### src/rtl/alu_rr_arbiter.sv
// alu_rr_arbiter: shares one ALU between NREQ requesters.
// A round-robin arbiter picks one pending request and registers its
// operands onto the ALU ports. The ALU result is captured one cycle
// later and returned to the winner over a valid/ready response handshake.
// NBITS is the datapath width used throughout the ALU datapath.
module alu_rr_arbiter #(
  parameter int NREQ  = 4,
  parameter int NBITS = 8,
  localparam int RIDX = (NREQ > 1) ? $clog2(NREQ) : 1
) (
  input  logic                    clk,
  input  logic                    rst,
  input  logic [NREQ-1:0]         req_valid,
  output logic [NREQ-1:0]         req_ready,
  input  logic [2*NREQ-1:0]       req_f,
  input  logic [NBITS*NREQ-1:0]   req_a,
  input  logic [NBITS*NREQ-1:0]   req_b,
  input  logic [NREQ-1:0]         req_cin,
  output logic [1:0]              alu_f,
  output logic [NBITS-1:0]        alu_a,
  output logic [NBITS-1:0]        alu_b,
  output logic                    alu_cin,
  input  logic [NBITS-1:0]        alu_y,
  input  logic                    alu_cout,
  output logic [NREQ-1:0]         resp_valid,
  input  logic [NREQ-1:0]         resp_ready,
  output logic [NBITS-1:0]        resp_y,
  output logic                    resp_cout,
  output logic                    busy
);

  typedef enum logic [1:0] {
    S_IDLE = 2'd0,
    S_EXEC = 2'd1,
    S_RESP = 2'd2
  } state_t;

  state_t            state_q, state_d;
  logic [RIDX-1:0]   rr_ptr_q, rr_ptr_d;
  logic [RIDX-1:0]   gnt_q, gnt_d;
  logic [1:0]        alu_f_q, alu_f_d;
  logic [NBITS-1:0]  alu_a_q, alu_a_d;
  logic [NBITS-1:0]  alu_b_q, alu_b_d;
  logic              alu_cin_q, alu_cin_d;
  logic [NBITS-1:0]  resp_y_q, resp_y_d;
  logic              resp_cout_q, resp_cout_d;

  logic              any_valid;
  logic [RIDX-1:0]   win_idx;
  logic [RIDX-1:0]   cand;
  int                idx;

  // Round-robin search: first valid requester at or after rr_ptr_q, circularly.
  always_comb begin
    // NOTE: every variable written here gets a default first, so no path
    // leaves it unassigned and no latch is inferred.
    any_valid = 1'b0;
    win_idx   = '0;
    idx       = 0;
    cand      = '0;
    for (int off = 0; off < NREQ; off++) begin
      idx = int'(rr_ptr_q) + off;
      if (idx >= NREQ) idx = idx - NREQ;
      cand = RIDX'(idx);
      if (!any_valid && req_valid[cand]) begin
        any_valid = 1'b1;
        win_idx   = cand;
      end
    end
  end

  // Next-state, grant and datapath-load logic for the IDLE/EXEC/RESP sequence.
  always_comb begin
    state_d     = state_q;
    rr_ptr_d    = rr_ptr_q;
    gnt_d       = gnt_q;
    alu_f_d     = alu_f_q;
    alu_a_d     = alu_a_q;
    alu_b_d     = alu_b_q;
    alu_cin_d   = alu_cin_q;
    resp_y_d    = resp_y_q;
    resp_cout_d = resp_cout_q;
    req_ready   = '0;

    unique case (state_q)
      S_IDLE: begin
        // Reset is folded in so req_ready reads zero while rst is held,
        // even if requesters keep req_valid high.
        if (any_valid && !rst) begin
          req_ready[win_idx] = 1'b1;
          gnt_d              = win_idx;
          alu_f_d            = req_f[2*int'(win_idx) +: 2];
          alu_a_d            = req_a[NBITS*int'(win_idx) +: NBITS];
          alu_b_d            = req_b[NBITS*int'(win_idx) +: NBITS];
          alu_cin_d          = req_cin[win_idx];
          state_d            = S_EXEC;
        end
      end
      S_EXEC: begin
        resp_y_d    = alu_y;
        resp_cout_d = alu_cout;
        state_d     = S_RESP;
      end
      S_RESP: begin
        // Only the owner's resp_ready completes the transaction.
        if (resp_ready[gnt_q]) begin
          state_d  = S_IDLE;
          rr_ptr_d = (int'(gnt_q) == NREQ - 1) ? '0 : gnt_q + 1'b1;
        end
      end
      default: state_d = S_IDLE;
    endcase
  end

  // State, pointer and datapath registers; async reset discards any in-flight work.
  always_ff @(posedge clk or posedge rst) begin
    if (rst) begin
      state_q     <= S_IDLE;
      rr_ptr_q    <= '0;
      gnt_q       <= '0;
      alu_f_q     <= '0;
      alu_a_q     <= '0;
      alu_b_q     <= '0;
      alu_cin_q   <= 1'b0;
      resp_y_q    <= '0;
      resp_cout_q <= 1'b0;
    end else begin
      // NOTE: non-blocking assignments here so every register samples the
      // pre-edge values regardless of statement order.
      state_q     <= state_d;
      rr_ptr_q    <= rr_ptr_d;
      gnt_q       <= gnt_d;
      alu_f_q     <= alu_f_d;
      alu_a_q     <= alu_a_d;
      alu_b_q     <= alu_b_d;
      alu_cin_q   <= alu_cin_d;
      resp_y_q    <= resp_y_d;
      resp_cout_q <= resp_cout_d;
    end
  end

  assign alu_f      = alu_f_q;
  assign alu_a      = alu_a_q;
  assign alu_b      = alu_b_q;
  assign alu_cin    = alu_cin_q;
  assign resp_y     = resp_y_q;
  assign resp_cout  = resp_cout_q;
  assign resp_valid = (state_q == S_RESP) ? (NREQ'(1) << gnt_q) : '0;
  assign busy       = (state_q != S_IDLE);

endmodule

### config.mk
export PLATFORM = sky130hd
export DESIGN_NAME = alu_rr_arbiter
export DESIGN_NICKNAME = d
export VERILOG_FILES = /design/src/rtl/alu_rr_arbiter.sv
export SDC_FILE = /design/constraint.sdc
export NUM_CORES = 1
export LEC_CHECK = 0
export BUFFER_PORTS_ARGS = -buffer_cell sky130_fd_sc_hd__buf_2
export CORE_MARGIN = 1
export CORE_UTILIZATION = 39
export DETAILED_ROUTE_END_ITERATION = 10
export PLACE_DENSITY = 0.81
export SLEW_MARGIN = 0
export SYNTH_ARGS = -nofsm -noshare
export SYNTH_HDL_FRONTEND = slang
export SYNTH_SLANG_ARGS = --single-unit
export TNS_END_PERCENT = 1
### constraint.sdc
create_clock -name clk -period 1.45 [get_ports clk]
set_input_delay 0.2175 -clock clk [delete_from_list [all_inputs] [get_ports clk]]
set_output_delay 0.2175 -clock clk [all_outputs]
set_load 0.02 [all_outputs]
==> summary.md <==
| Metric | Value |
|---|---|
| IO Pins | 132 |
| Portion of the post-synthesis area used by sequential elements | slightly below 40% |
| Ratio of cells with drive above 1 in the final layout | approximately 64% |
| Kind of launch point of the worst setup path | flop |
| Share of total power in the clock network | between 10% and 20% |
| Worst hold slack | between 0.04 and 0.05 ns |
| Clock Path Buffers | 2 |
| Sw power | between 2 and 3 mW |
| Router iterations before antenna repair | 6 |
| Placed cell count | around 410 |
| Worst Max-Slew Pin Slew | roughly 0.45 ns |
| Initial DRC Count | between 40 and 50 |
| Share of power burned in registers | 27.2% |
| Bufs and invs on worst path | 2 |
| Leading post-synthesis cells by instance count | 34 x sky130_fd_sc_hd__dfrtp_1, 21 x sky130_fd_sc_hd__nor2_1, 19 x sky130_fd_sc_hd__mux2i_1 |
| Unrepaired setup endpoints after global routing | true |
| Destination of the worst register-to-register timing path | alu_b[5]$_DFFE_PP0P_ |
| Sequential standard cell area | between 800 and 900 um2 |
| Clk_skew | between 0.006 and 0.007 ns |
| Relative slew slack | about 70% |
| Count of flip-flops with a built-in enable after synthesis | 0 |
| Power Dens Cells | about 1900 nW/um2 |
| Count of H-tree levels built during CTS | 2 |
| Average size of a mapped cell | approximately 11 um2 |
| Outcome | complete, but fails checks |
| Die height | just under 80 um |
| Post-synthesis async set-or-reset flop share | 100% |
| Final net count | 450 |
| CP Max Fanout | 6 |
| Area of the multi-input gates | approximately 1200 um2 |
| Growth of design area from synthesis to finish | 51.2% |
| Synth cell types | 38 |
| Hold bufs inserted after CTS | 0 |
| Average vias per placed instance | ~5.0 |
| Largest net degree at the start of global routing | 35 |
| Min setup slack post-route | -0.423 ns |
| Half-perimeter wire length after placement | approximately 4.5 mm |
| Share of the synthesized area in the top cell type | 38.5% |
| Overall via count from detail_route | around 2100 |
| Combinational fraction of design power | approximately three fifths |
| Filler cell count | 491 |
| Routability congestion estimate | ~0.77 |
| Synthesis Warnings | 0 |
| Worst Hold Class | primary input to asynchronous set/reset pin |
| Clock latency of the later-clocked register in the worst-skew pair | around 0.28 ns |
| Final hold vios | 0 |
| Switching Share | between 40% and 50% |
| Depth of the critical timing path with buffers and inverters included | 5 |
| Final-report max-slew violation count | 0 |
| Internal power of the cells | ~3.6 mW |
| Cell-by-cell listing of the critical path | or2_4 > or3_4 > clkinv_8 > and3_4 > buf_6 |
| Worst reg-to-reg setup slack | -0.31 ns |
| Area of the core | 5470 um2 |
| Clock-pin transition on the worst setup and hold timing paths | approximately 0.070 ns |
| Count of state elements after synthesis | 34 |
| Top cell family by delay on the critical path | simple AND/OR/NAND/NOR gates |
| Data arrival time at the worst-slack endpoint | approximately 1.7 ns |
| Count of buffers inserted at the top-level ports | around 130 |
| Setup CP Type | flop to output pin |
| Number of global-route vias before repair | 2197 |
| Biggest area consumer among synthesized cells | sky130_fd_sc_hd__dfrtp_1 |
| DRC violation count after routing | 0 |
| Post-synthesis cell count | around 190 |
| Post-synthesis instance area | 2210 um2 |
| Clock Sinks | 34 |
| Worst setup EP type | output pin |
| Number of antenna violations at the first check in global routing | 0 |
| Initial cell density of the core | about two fifths |
| Most numerous cell in the Yosys netlist | sky130_fd_sc_hd__dfrtp_1 |
| Critical Path RT | between 1 and 1.5 ns |
| Total leakage power | between 1.5 and 2 nW |
| Largest cells by area after synthesis | sky130_fd_sc_hd__dfrtp_1 39%, sky130_fd_sc_hd__a221oi_2 12%, sky130_fd_sc_hd__mux2i_1 8.6% |
| Max stage delay cell, worst path | sky130_fd_sc_hd__dfrtp_1 |
| Post-detailed-route wirelength per cell | 13.9 um |
| Overall fraction of global-route tracks in use | a little over a fifth |
| Clock tree from TritonCTS | yes |
| Remaining global-route overflow | 0 |
| First-pass GRT wire length | roughly 9.9 mm |
| Synthesized netlist net count | between 200 and 300 |
| Fin cells | about 420 |
| Final period demand of the worst path | 1.87 ns |
| Fmax | 0.534 GHz |
| VDD IR-drop max | 0.817 mV |
| Detailed-route wire length | 5.86 mm |
| Utilization after layout | 61.0% |
| DIE AREA | ~6000 um2 |
| Count of nets left with antenna violations after detail routing | 0 |
| Count of final setup violators | 30 |
| Violated checks | negative setup slack |
| Floorplan row count | 27 |
| Clock tree root driver cell | sky130_fd_sc_hd__clkbuf_8 |
| FF-to-FF Start | state_q[0]$_DFFE_PP0P_ |
| Main flop type after synthesis | sky130_fd_sc_hd__dfrtp_1 |
| Number of antenna repair diodes | 0 |
| Highest cell delay on the worst timing path | approximately 0.38 ns |
| Total chip power | approximately 6.2 mW |
| Share of the cycle needed by the critical path after routing | 129% |
| Number of cells on the worst reg-to-reg path | 6 |
| Maximum Capacitance Violations | 0 |
| Width of the chip | between 70 and 80 um |
| CTS Buf Count | 5 |
-- worst min-delay path, stage by stage --
cell                    delay (ns)
sky130_fd_sc_hd__buf_2        0.11
sky130_fd_sc_hd__inv_1        0.04
sky130_fd_sc_hd__buf_4        0.39
-- how the worst max path moves through the flow --
stage / start / slack, ns / end
floorplan: state_q[1]$_DFFE_PP0P_ / -0.25 / req_ready[2]
global placement: state_q[1]$_DFFE_PP0P_ / -0.29 / alu_b[6]$_DFFE_PP0P_
detailed placement: state_q[1]$_DFFE_PP0P_ / -0.36 / alu_b[5]$_DFFE_PP0P_
CTS: state_q[0]$_DFFE_PP0P_ / -0.47 / req_ready[2]
global route: state_q[0]$_DFFE_PP0P_ / -0.47 / req_ready[2]
finish: state_q[0]$_DFFE_PP0P_ / -0.42 / req_ready[2]
-- power by group through the flow --
stage / Clock, mW / Combinational [mW] / Sequential [mW]
detailed placement: 0 / 3.67 / 1.72
global route: 0.751 / 4.17 / 1.76
floorplan: 0 / 1.95 / 2.18
CTS: 0.711 / 3.85 / 1.70
global placement: 0 / 3.59 / 1.69
finish: 0.684 / 3.85 / 1.69
-- metrics by stage --
stage / worst slack, ns / TNS, ns / instance area (um2)
6_report: -0.423 / -8.01 / 3340
2_1_floorplan: -0.248 / -4.22 / 2220
3_3_place_gp: -0.290 / -6.36 / 3140
3_5_place_dp: -0.363 / -7.47 / 3140
5_1_grt: -0.469 / -10.01 / 3340
4_1_cts: -0.470 / -8.88 / 3320
-- area by class of cell --
class                      instances  share of cell area [%]
tap                               72                    2.70
timing repair buffer             168                    31.8
sequential                        34                    25.5
inverter                           7                    1.16
multi-input combinational        135                    36.3
clock buffer                       6                    2.47
-- cell usage in the layout (no fill, tap or decap), types with 2 or more instances in the layout --
cell                         n
sky130_fd_sc_hd__a21oi_1     2
sky130_fd_sc_hd__clkbuf_8    6
sky130_fd_sc_hd__and2_1      4
sky130_fd_sc_hd__o22ai_1    15
sky130_fd_sc_hd__a221oi_2   18
sky130_fd_sc_hd__buf_4      31
sky130_fd_sc_hd__mux2_2     10
sky130_fd_sc_hd__buf_6       7
sky130_fd_sc_hd__nor2_1     20
sky130_fd_sc_hd__nor3_1      3
sky130_fd_sc_hd__buf_12      6
sky130_fd_sc_hd__dfrtp_1    34
sky130_fd_sc_hd__mux2i_1    19
sky130_fd_sc_hd__and2_2      2
sky130_fd_sc_hd__ha_1        4
sky130_fd_sc_hd__nor2b_1     2
sky130_fd_sc_hd__o22ai_2     6
sky130_fd_sc_hd__nand2_1     2
sky130_fd_sc_hd__buf_2     123
sky130_fd_sc_hd__o21ai_0     6
sky130_fd_sc_hd__inv_1       6
-- state kept, by name, indices dropped and copies added (netlist names) --
name and cells:
alu_a 8, alu_b 8, resp_y 8, alu_f 2, gnt_q 2, rr_ptr_q 2, state_q 2, alu_cin 1
resp_cout 1
-- cells by family (layout without fill, tap and decap cells) --
group,after synthesis,after routing,synth area share [%]
AO/OA/AOI/OAI,54,54,24.8
multiplexers,30,30,14.7
flip-flops,34,34,38.5
buffers and inverters,25,181,8.50
AND/OR/NAND/NOR,47,47,11.2
adder cells (fa/ha/maj),4,4,2.27
-- layer usage --
| layer | global-route usage, % | vias up | part of all wire, % |
|---|---|---|---|
| li1 | - | 1038 | - |
| met1 | 23.5 | 971 | 41 |
| met2 | 38.4 | 86 | 52 |
| met3 | 4.64 | 10 | 5.9 |
| met4 | 7.36 | 0 | 1.8 |
| met5 | 0 | - | 0 |
-- timing repair --
item	4_1_cts	5_1_grt
cloned	0	0
setup endpoints to repair	30	30
pin swaps	3	1
setup buffers	4	1
gates resized for setup	21	2
Power figures use the tool's default switching activity.
